`src/rtl/dsm_pkg.sv`:
```
// Shared constants, types and the noise-cancellation helper for the MASH delta-sigma modulator.
package dsm_pkg;

    localparam int unsigned ORDER_MIN = 1;
    localparam int unsigned ORDER_MAX = 3;

    // Dither LFSR: x^15 + x^14 + 1, Fibonacci form shifting towards the MSB.
    localparam int unsigned LFSR_W    = 15;
    localparam logic [14:0] LFSR_TAPS = 15'h6000;
    localparam logic [14:0] LFSR_SEED = 15'h0001;

    // Sized for the default INT_W=4 (INT_W+3); y only spans -3..4, so it fits any INT_W.
    localparam int unsigned NCL_W = 7;
    typedef logic signed [NCL_W-1:0] ncl_t;

    // c    = {c3, c2, c1} for the current step
    // hist = {c3_d2, c3_d1, c2_d1} from previous enabled steps
    function automatic ncl_t ncl_sum(input logic [2:0] c, input logic [2:0] hist,
                                     input int unsigned order);
        ncl_t y;
        y = $signed({6'b000000, c[0]});
        if (order >= 2) begin
            y = y + $signed({6'b000000, c[1]}) - $signed({6'b000000, hist[0]});
        end
        if (order >= 3) begin
            y = y + $signed({6'b000000, c[2]}) - $signed({5'b00000, hist[1], 1'b0})
                  + $signed({6'b000000, hist[2]});
        end
        return y;
    endfunction

endpackage

```
`src/rtl/dsm_acc_stage.sv`:
```
// One MASH accumulator stage: modular FRAC_W-bit accumulator whose overflow is the carry.
// The sum and carry are combinational so stages chain within a single cycle.
module dsm_acc_stage #(
    parameter int unsigned FRAC_W = 16
) (
    input  logic              i_clk,
    input  logic              i_rst,
    input  logic              i_en,
    input  logic [FRAC_W-1:0] i_din,
    input  logic              i_cin,
    output logic [FRAC_W-1:0] o_sum_lo,
    output logic              o_carry
);

    logic [FRAC_W-1:0] r_acc;
    logic [FRAC_W:0]   w_sum;

    assign w_sum    = {1'b0, r_acc} + {1'b0, i_din} + (FRAC_W+1)'(i_cin);
    assign o_sum_lo = w_sum[FRAC_W-1:0];
    assign o_carry  = w_sum[FRAC_W];

    // Accumulator advances only on enabled steps; wrap is intentional.
    always_ff @(posedge i_clk) begin
        if (i_rst) begin
            r_acc <= '0;
        end else if (i_en) begin
            r_acc <= w_sum[FRAC_W-1:0];
        end
    end

endmodule

```
`src/rtl/mash_dsm.sv`:
```
// MASH 1-1-1 delta-sigma modulator with selectable order, registered config and saturation.
// Optional dither on the stage-1 carry-in is enabled by defining DSM_DITHER_EN.
module mash_dsm
    import dsm_pkg::*;
#(
    parameter int unsigned ORDER  = 3,
    parameter int unsigned FRAC_W = 16,
    parameter int unsigned INT_W  = 4
) (
    input  logic              i_clk,
    input  logic              i_rst,
    input  logic              i_en,
    input  logic              i_cfg_load,
    input  logic [INT_W-1:0]  i_in_i,
    input  logic [FRAC_W-1:0] i_in_f,
    output logic [INT_W-1:0]  o_out,
    output logic              o_out_vld,
    output logic              o_sat
);

    localparam int unsigned V_W = INT_W + 3;
    localparam logic signed [V_W-1:0] OUT_MAX = V_W'((1 << INT_W) - 1);

    if (ORDER < ORDER_MIN || ORDER > ORDER_MAX) begin : g_bad_order
        $error("mash_dsm: ORDER must be in 1..3");
    end

    logic [INT_W-1:0]  r_i_q;
    logic [FRAC_W-1:0] r_f_q;
    logic              r_c2_d1, r_c3_d1, r_c3_d2;
    logic [INT_W-1:0]  r_out;
    logic              r_vld, r_sat;

    logic [FRAC_W-1:0]     w_din [ORDER_MAX];
    logic [FRAC_W-1:0]     w_lo  [ORDER_MAX];
    logic [ORDER_MAX-1:0]  w_carry;
    logic                  w_cin;
    ncl_t                  w_y;
    logic signed [V_W-1:0] w_y_ext, w_v;
    logic [INT_W-1:0]      w_out_d;
    logic                  w_sat_d;

`ifdef DSM_DITHER_EN
    logic [LFSR_W-1:0] r_lfsr;

    // Dither sequence advances once per enabled step.
    always_ff @(posedge i_clk) begin
        if (i_rst) begin
            r_lfsr <= LFSR_SEED;
        end else if (i_en) begin
            r_lfsr <= {r_lfsr[LFSR_W-2:0], ^(r_lfsr & LFSR_TAPS)};
        end
    end

    assign w_cin = r_lfsr[0];
`else
    assign w_cin = 1'b0;
`endif

    assign w_din[0] = r_f_q;

    for (genvar g = 0; g < ORDER_MAX; g++) begin : g_stage
        if (g > 0) begin : g_chain
            assign w_din[g] = w_lo[g-1];
        end
        if (g < ORDER) begin : g_on
            dsm_acc_stage #(
                .FRAC_W (FRAC_W)
            ) u_stage (
                .i_clk    (i_clk),
                .i_rst    (i_rst),
                .i_en     (i_en),
                .i_din    (w_din[g]),
                .i_cin    ((g == 0) ? w_cin : 1'b0),
                .o_sum_lo (w_lo[g]),
                .o_carry  (w_carry[g])
            );
        end else begin : g_off
            assign w_lo[g]    = '0;
            assign w_carry[g] = 1'b0;
        end
    end

    assign w_y     = ncl_sum(w_carry, {r_c3_d2, r_c3_d1, r_c2_d1}, ORDER);
    assign w_y_ext = V_W'(w_y);
    assign w_v     = $signed({3'b000, r_i_q}) + w_y_ext;

    // Clamp the corrected value into the unsigned output range.
    always_comb begin
        w_out_d = w_v[INT_W-1:0];
        w_sat_d = 1'b0;
        if (w_v < 0) begin
            w_out_d = '0;
            w_sat_d = 1'b1;
        end else if (w_v > OUT_MAX) begin
            w_out_d = '1;
            w_sat_d = 1'b1;
        end
    end

    // Config capture, carry history and registered output; en low holds everything but flags.
    always_ff @(posedge i_clk) begin
        if (i_rst) begin
            r_i_q   <= '0;
            r_f_q   <= '0;
            r_c2_d1 <= 1'b0;
            r_c3_d1 <= 1'b0;
            r_c3_d2 <= 1'b0;
            r_out   <= '0;
            r_vld   <= 1'b0;
            r_sat   <= 1'b0;
        end else begin
            // Accumulators are left alone on reload to keep phase continuity.
            if (i_cfg_load) begin
                r_i_q <= i_in_i;
                r_f_q <= i_in_f;
            end
            if (i_en) begin
                r_c2_d1 <= w_carry[1];
                r_c3_d1 <= w_carry[2];
                r_c3_d2 <= r_c3_d1;
                r_out   <= w_out_d;
                r_sat   <= w_sat_d;
                r_vld   <= 1'b1;
            end else begin
                r_vld <= 1'b0;
                r_sat <= 1'b0;
            end
        end
    end

    assign o_out     = r_out;
    assign o_out_vld = r_vld;
    assign o_sat     = r_sat;

endmodule

```
`config.mk`:
```
export PLATFORM = sky130hd
export DESIGN_NAME = mash_dsm
export DESIGN_NICKNAME = d
export VERILOG_FILES = /design/src/rtl/dsm_pkg.sv /design/src/rtl/dsm_acc_stage.sv /design/src/rtl/mash_dsm.sv
export SDC_FILE = /design/constraint.sdc
export NUM_CORES = 1
export LEC_CHECK = 0
export ABC_AREA = 1
export CAP_MARGIN = 20
export CORE_MARGIN = 2
export CORE_UTILIZATION = 65
export DETAILED_ROUTE_END_ITERATION = 7
export MAX_ROUTING_LAYER = met4
export PLACE_DENSITY = 0.87
export SETUP_SLACK_MARGIN = 0.3
export SYNTH_ARGS = -nofsm -noshare
export SYNTH_HDL_FRONTEND = slang
export SYNTH_SLANG_ARGS = --single-unit
```
`constraint.sdc`:
```
create_clock -name i_clk -period 10.4 [get_ports i_clk]
set_input_delay 1.04 -clock i_clk [delete_from_list [all_inputs] [get_ports i_clk]]
set_output_delay 1.04 -clock i_clk [all_outputs]
set_load 0.05 [all_outputs]
```
==> Implementation_results.wiki <==
{| class="wikitable"
! Metric !! Value
|-
| Outcome || completed
|-
| TritonCTS clock tree || done
|-
| Launch instance of the worst register-to-register path || g_stage[0].g_on.u_stage.r_acc[0]
|-
| Critical-path top delay cell || sky130_fd_sc_hd__fa_1
|-
| Setup Skew || 10.4 ps
|-
| Detail Route met2 WL || 6310 um
|-
| DR iter-0 viols || 233
|-
| Combinational share of power || 52.7%
|-
| Worst reg2reg path endpoint || o_out[1]
|-
| Drt drc || 0
|-
| Number of placed instances with taps included || 975
|-
| Switching component of the power || 579 uW
|-
| Setup repair after global routing missed its margin || false
|-
| Vias in the first global route || 5,200
|-
| Setup crit start || g_stage[0].g_on.u_stage.r_acc[0]
|-
| Clock power frac || 18.8%
|-
| Cts bufs inserted || 9
|-
| Clk_lat worst skew || 370 ps
|-
| Max-slew violation total from the final report || 0
|-
| Class of the most critical hold timing path || reg2reg
|-
| Routed length on met3 || 702 um
|-
| Starting utilization of the core area || 66.5%
|-
| Number of hold-slack violations in the final timing report || 0
|-
| Place WS || 4660 ps
|-
| P_leak || 3.38 nW
|-
| Tot GR Track Use || 30.0%
|-
| Global-route wire length before repair || 23,100 um
|-
| Core ar. || 8680 um^2
|-
| Arrival time at the worst endpoint || 6160 ps
|-
| Crit path launch type || register
|-
| Sequential share of the synthesized area || 26.7%
|-
| Logic depth of the worst register-to-register path || 28
|-
| Average instance area after synthesis || 6.72 um^2
|-
| Fraction of layout instances using a drive strength above 1 || 6.46%
|-
| Worst-margin pin slew || 1030 ps
|-
| Post-CTS clock slew at the launch and capture registers of the worst setup and hold paths || 90 ps
|-
| Remaining Overflow, GRT || 0
|-
| Count of yosys warnings during synthesis || 0
|-
| Root buffer cell || sky130_fd_sc_hd__clkbuf_8
|-
| Required time of the critical path || 10,700 ps
|-
| Final critical delay including setup and external delays || 5860 ps
|-
| Quantity of hold-fixing buffers added after cts || 0
|-
| Vias || 5,448
|-
| Overall die area || 9650 um^2
|-
| Postcts setup bufs || 0
|-
| Highest fanout seen on the critical path || 5
|-
| Tcrit/Tclk final || 56.4%
|-
| Crit path to || o_out[1]
|-
| Post-route met1 wirelength || 6220 um
|-
| Post-Route Hold Slack || 469 ps
|-
| Power Density || 204 nW/um^2
|-
| Timing-limited maximum frequency || 171 MHz
|-
| Global placement routability congestion || 0.963
|-
| Seq pwr share || 28.5%
|-
| Via count normalized by instance count || 5.50
|-
| Count of filler cells inserted in the layout || 721
|-
| Max-capacitance violation count || 0
|-
| Highest routed metal layer || met4
|-
| Number of gates resized after cts || 0
|-
| Initial antenna violation count || 0
|-
| Area growth from synthesis to layout || 9.04%
|-
| Post-detailed-route wirelength per cell || 13.7 um
|-
| VDD IR-drop max || 0.140 mV
|-
| Internal power summed over all cells || 703 uW
|-
| Final core utilization || 72.5%
|-
| 1st-pass router iterations || 4
|-
| Final net count || 972
|-
| I/O pins || 30
|-
| ANT nets after route || 0
|-
| TNS Setup || 0 ps
|-
| Total number of clock tree sinks || 77
|-
| CP endpoint kind || register
|-
| Number of unique standard cell types used by synthesis || 39
|-
| Switch share || 45.2%
|-
| Number of buffers added on ports || 29
|-
| Antenna Diode Count || 0
|-
| Setup-violating endpoint count in the final report || 0
|-
| Worst Setup Slack, final || 4540 ps
|-
| Setup CP Type || reg2reg
|-
| Max H-tree Level || 3
|-
| Post-synth net total || 953
|-
| Number of instances in the synthesized netlist || 859
|-
| Netlist area before placement || 5770 um^2
|-
| Most common cell on crit path || sky130_fd_sc_hd__ha_1
|-
| Width of the chip || 98.2 um
|-
| #FFs+latches synth || 77
|-
| Placed wire-length estimate after detailed placement || 10,300 um
|-
| Number of standard cells in the layout, taps in and fillers out || 991
|-
| Maximum root-to-sink buffer count || 2
|-
| Total Wirelength || 13,600 um
|-
| Maximum number of pins on one net before global-route repair || 78
|-
| Critical path's largest stage delay || 480 ps
|-
| Die boundary height || 98.2 um
|-
| Slew headroom || 31.0%
|-
| Worst R2R Setup Slack || 4540 ps
|-
| Cell Rows || 34
|}
how the worst min path moves through the flow:
stage | start | endpoint | slack [ps] | cells past startpoint
floorplan | r_i_q[2] | r_i_q[2] | 440 | 2
global route | r_i_q[2] | r_i_q[2] | 500 | 2
detailed placement | o_out[3] | o_out[3] | 460 | 2
CTS | o_out[3] | o_out[3] | 470 | 2
finish | o_out[3] | o_out[3] | 470 | 2
global placement | r_i_q[2] | r_i_q[2] | 450 | 2
power by group through the flow:
stage / Clock, mW / Sequential [mW] / Combinational [mW]
3_5_place_dp: 0 / 0.372 / 0.669
5_1_grt: 0.254 / 0.370 / 0.766
4_1_cts: 0.243 / 0.365 / 0.672
2_1_floorplan: 0 / 0.382 / 0.508
6_report: 0.241 / 0.366 / 0.675
3_3_place_gp: 0 / 0.370 / 0.649
worst max-delay path, delay by kind of cell (launching register included):
kind,cells,cell delay [ps]
AO/OA/AOI/OAI,5,1320
XOR/XNOR,2,530
adder cells (fa/ha/maj),7,2110
buffers and inverters,2,110
flip-flops,1,350
AND/OR/NAND/NOR,12,1380
layer usage:
| layer | global-route usage [%] | vias to the layer above |
|---|---|---|
| met5 | - | - |
| met4 | 9.48 | 0 |
| met3 | 6.16 | 22 |
| met2 | 49.9 | 114 |
| met1 | 36.8 | 2489 |
| li1 | - | 2823 |
layout make-up:
type,instances,area (um^2),area share (%)
timing repair buffer,31,300,4.77
tap,108,135,2.15
sequential,77,1540,24.5
multi-input combinational,646,3700,58.7
inverter,113,424,6.74
clock buffer,10,128,2.03
clock inverter,6,68.8,1.09
layout by cell type (no fill, tap or decap), types with 2 or more instances in the layout:
cell and n:
sky130_fd_sc_hd__xnor2_1 5, sky130_fd_sc_hd__inv_1 111, sky130_fd_sc_hd__o21ai_1 9, sky130_fd_sc_hd__o21bai_2 3, sky130_fd_sc_hd__nand2_1 147, sky130_fd_sc_hd__a21oi_2 5
sky130_fd_sc_hd__o21ai_0 59, sky130_fd_sc_hd__nor3_1 2, sky130_fd_sc_hd__nand3_1 57, sky130_fd_sc_hd__o21a_1 2, sky130_fd_sc_hd__o21bai_1 5, sky130_fd_sc_hd__nor2_1 155
sky130_fd_sc_hd__clkbuf_8 9, sky130_fd_sc_hd__nand3_2 5, sky130_fd_sc_hd__a21oi_1 58, sky130_fd_sc_hd__dfxtp_1 77, sky130_fd_sc_hd__clkdlybuf4s50_1 28, sky130_fd_sc_hd__ha_1 63
sky130_fd_sc_hd__nand3b_1 4, sky130_fd_sc_hd__o211ai_1 2, sky130_fd_sc_hd__xor2_1 13, sky130_fd_sc_hd__and2_4 2, sky130_fd_sc_hd__nand2_2 16, sky130_fd_sc_hd__inv_6 3
sky130_fd_sc_hd__inv_2 2, sky130_fd_sc_hd__or2_1 4, sky130_fd_sc_hd__o21ai_2 2, sky130_fd_sc_hd__fa_1 7, sky130_fd_sc_hd__a31oi_1 4, sky130_fd_sc_hd__nand4_1 7
sky130_fd_sc_hd__a21o_1 3, sky130_fd_sc_hd__buf_4 2
cells in the mapped netlist:
cell / number / area [um^2]
sky130_fd_sc_hd__xor2_1: 13 / 114
sky130_fd_sc_hd__nor3_1: 2 / 10.0
sky130_fd_sc_hd__nand3_2: 5 / 50.1
sky130_fd_sc_hd__nand2_2: 16 / 100
sky130_fd_sc_hd__nand3b_4: 1 / 20.0
sky130_fd_sc_hd__a21o_1: 3 / 22.5
sky130_fd_sc_hd__ha_1: 63 / 788
sky130_fd_sc_hd__o21ai_0: 59 / 295
sky130_fd_sc_hd__nor2_2: 1 / 6.26
sky130_fd_sc_hd__nor2_1: 155 / 582
sky130_fd_sc_hd__dfxtp_1: 77 / 1540
sky130_fd_sc_hd__buf_2: 6 / 30.0
sky130_fd_sc_hd__o21bai_1: 5 / 37.5
sky130_fd_sc_hd__buf_6: 2 / 22.5
sky130_fd_sc_hd__nand4_1: 7 / 43.8
sky130_fd_sc_hd__a21oi_2: 5 / 43.8
sky130_fd_sc_hd__o21ai_2: 2 / 17.5
sky130_fd_sc_hd__o21bai_2: 3 / 33.8
sky130_fd_sc_hd__nand3_1: 57 / 285
sky130_fd_sc_hd__inv_1: 111 / 417
sky130_fd_sc_hd__nand2_1: 147 / 552
sky130_fd_sc_hd__a21boi_0: 1 / 7.51
sky130_fd_sc_hd__a31oi_1: 4 / 25.0
sky130_fd_sc_hd__or2_1: 4 / 25.0
sky130_fd_sc_hd__inv_2: 2 / 7.51
sky130_fd_sc_hd__nand3b_1: 4 / 30.0
sky130_fd_sc_hd__o21ai_1: 9 / 45.0
sky130_fd_sc_hd__fa_1: 7 / 140
sky130_fd_sc_hd__clkbuf_2: 1 / 5.00
sky130_fd_sc_hd__o21a_1: 2 / 15.0
sky130_fd_sc_hd__clkbuf_1: 14 / 52.6
sky130_fd_sc_hd__or2_0: 1 / 6.26
sky130_fd_sc_hd__or2_4: 1 / 8.76
sky130_fd_sc_hd__and2_1: 1 / 6.26
sky130_fd_sc_hd__o21bai_4: 1 / 18.8
sky130_fd_sc_hd__xnor2_1: 5 / 43.8
sky130_fd_sc_hd__o211ai_1: 2 / 15.0
sky130_fd_sc_hd__a21oi_1: 58 / 290
sky130_fd_sc_hd__and2_4: 2 / 17.5
state kept, by name, indices dropped and copies added, names as in the netlist:
| name | flops |
|---|---|
| r_i_q | 4 |
| r_c2_d1 | 1 |
| o_out_vld | 1 |
| o_sat | 1 |
| r_c3_d2 | 1 |
| r_f_q | 16 |
| r_c3_d1 | 1 |
| g_stage.g_on.u_stage.r_acc | 48 |
| o_out | 4 |
kinds of logic after synthesis:
group,synth area share [%]
xor+xnor,2.73
buf+inv,9.26
simple gates,30.2
fa+ha+maj,16.1
compound gates,15.0
flops,26.7
per-stage QoR:
step           total power, mW  cell area (um^2)
2_1_floorplan            0.890              5770
3_3_place_gp              1.02              6100
3_5_place_dp              1.04              6100
4_1_cts                   1.28              6290
5_1_grt                   1.39              6290
6_report                  1.28              6290
Note: power is estimated with default switching activity, not from simulation.
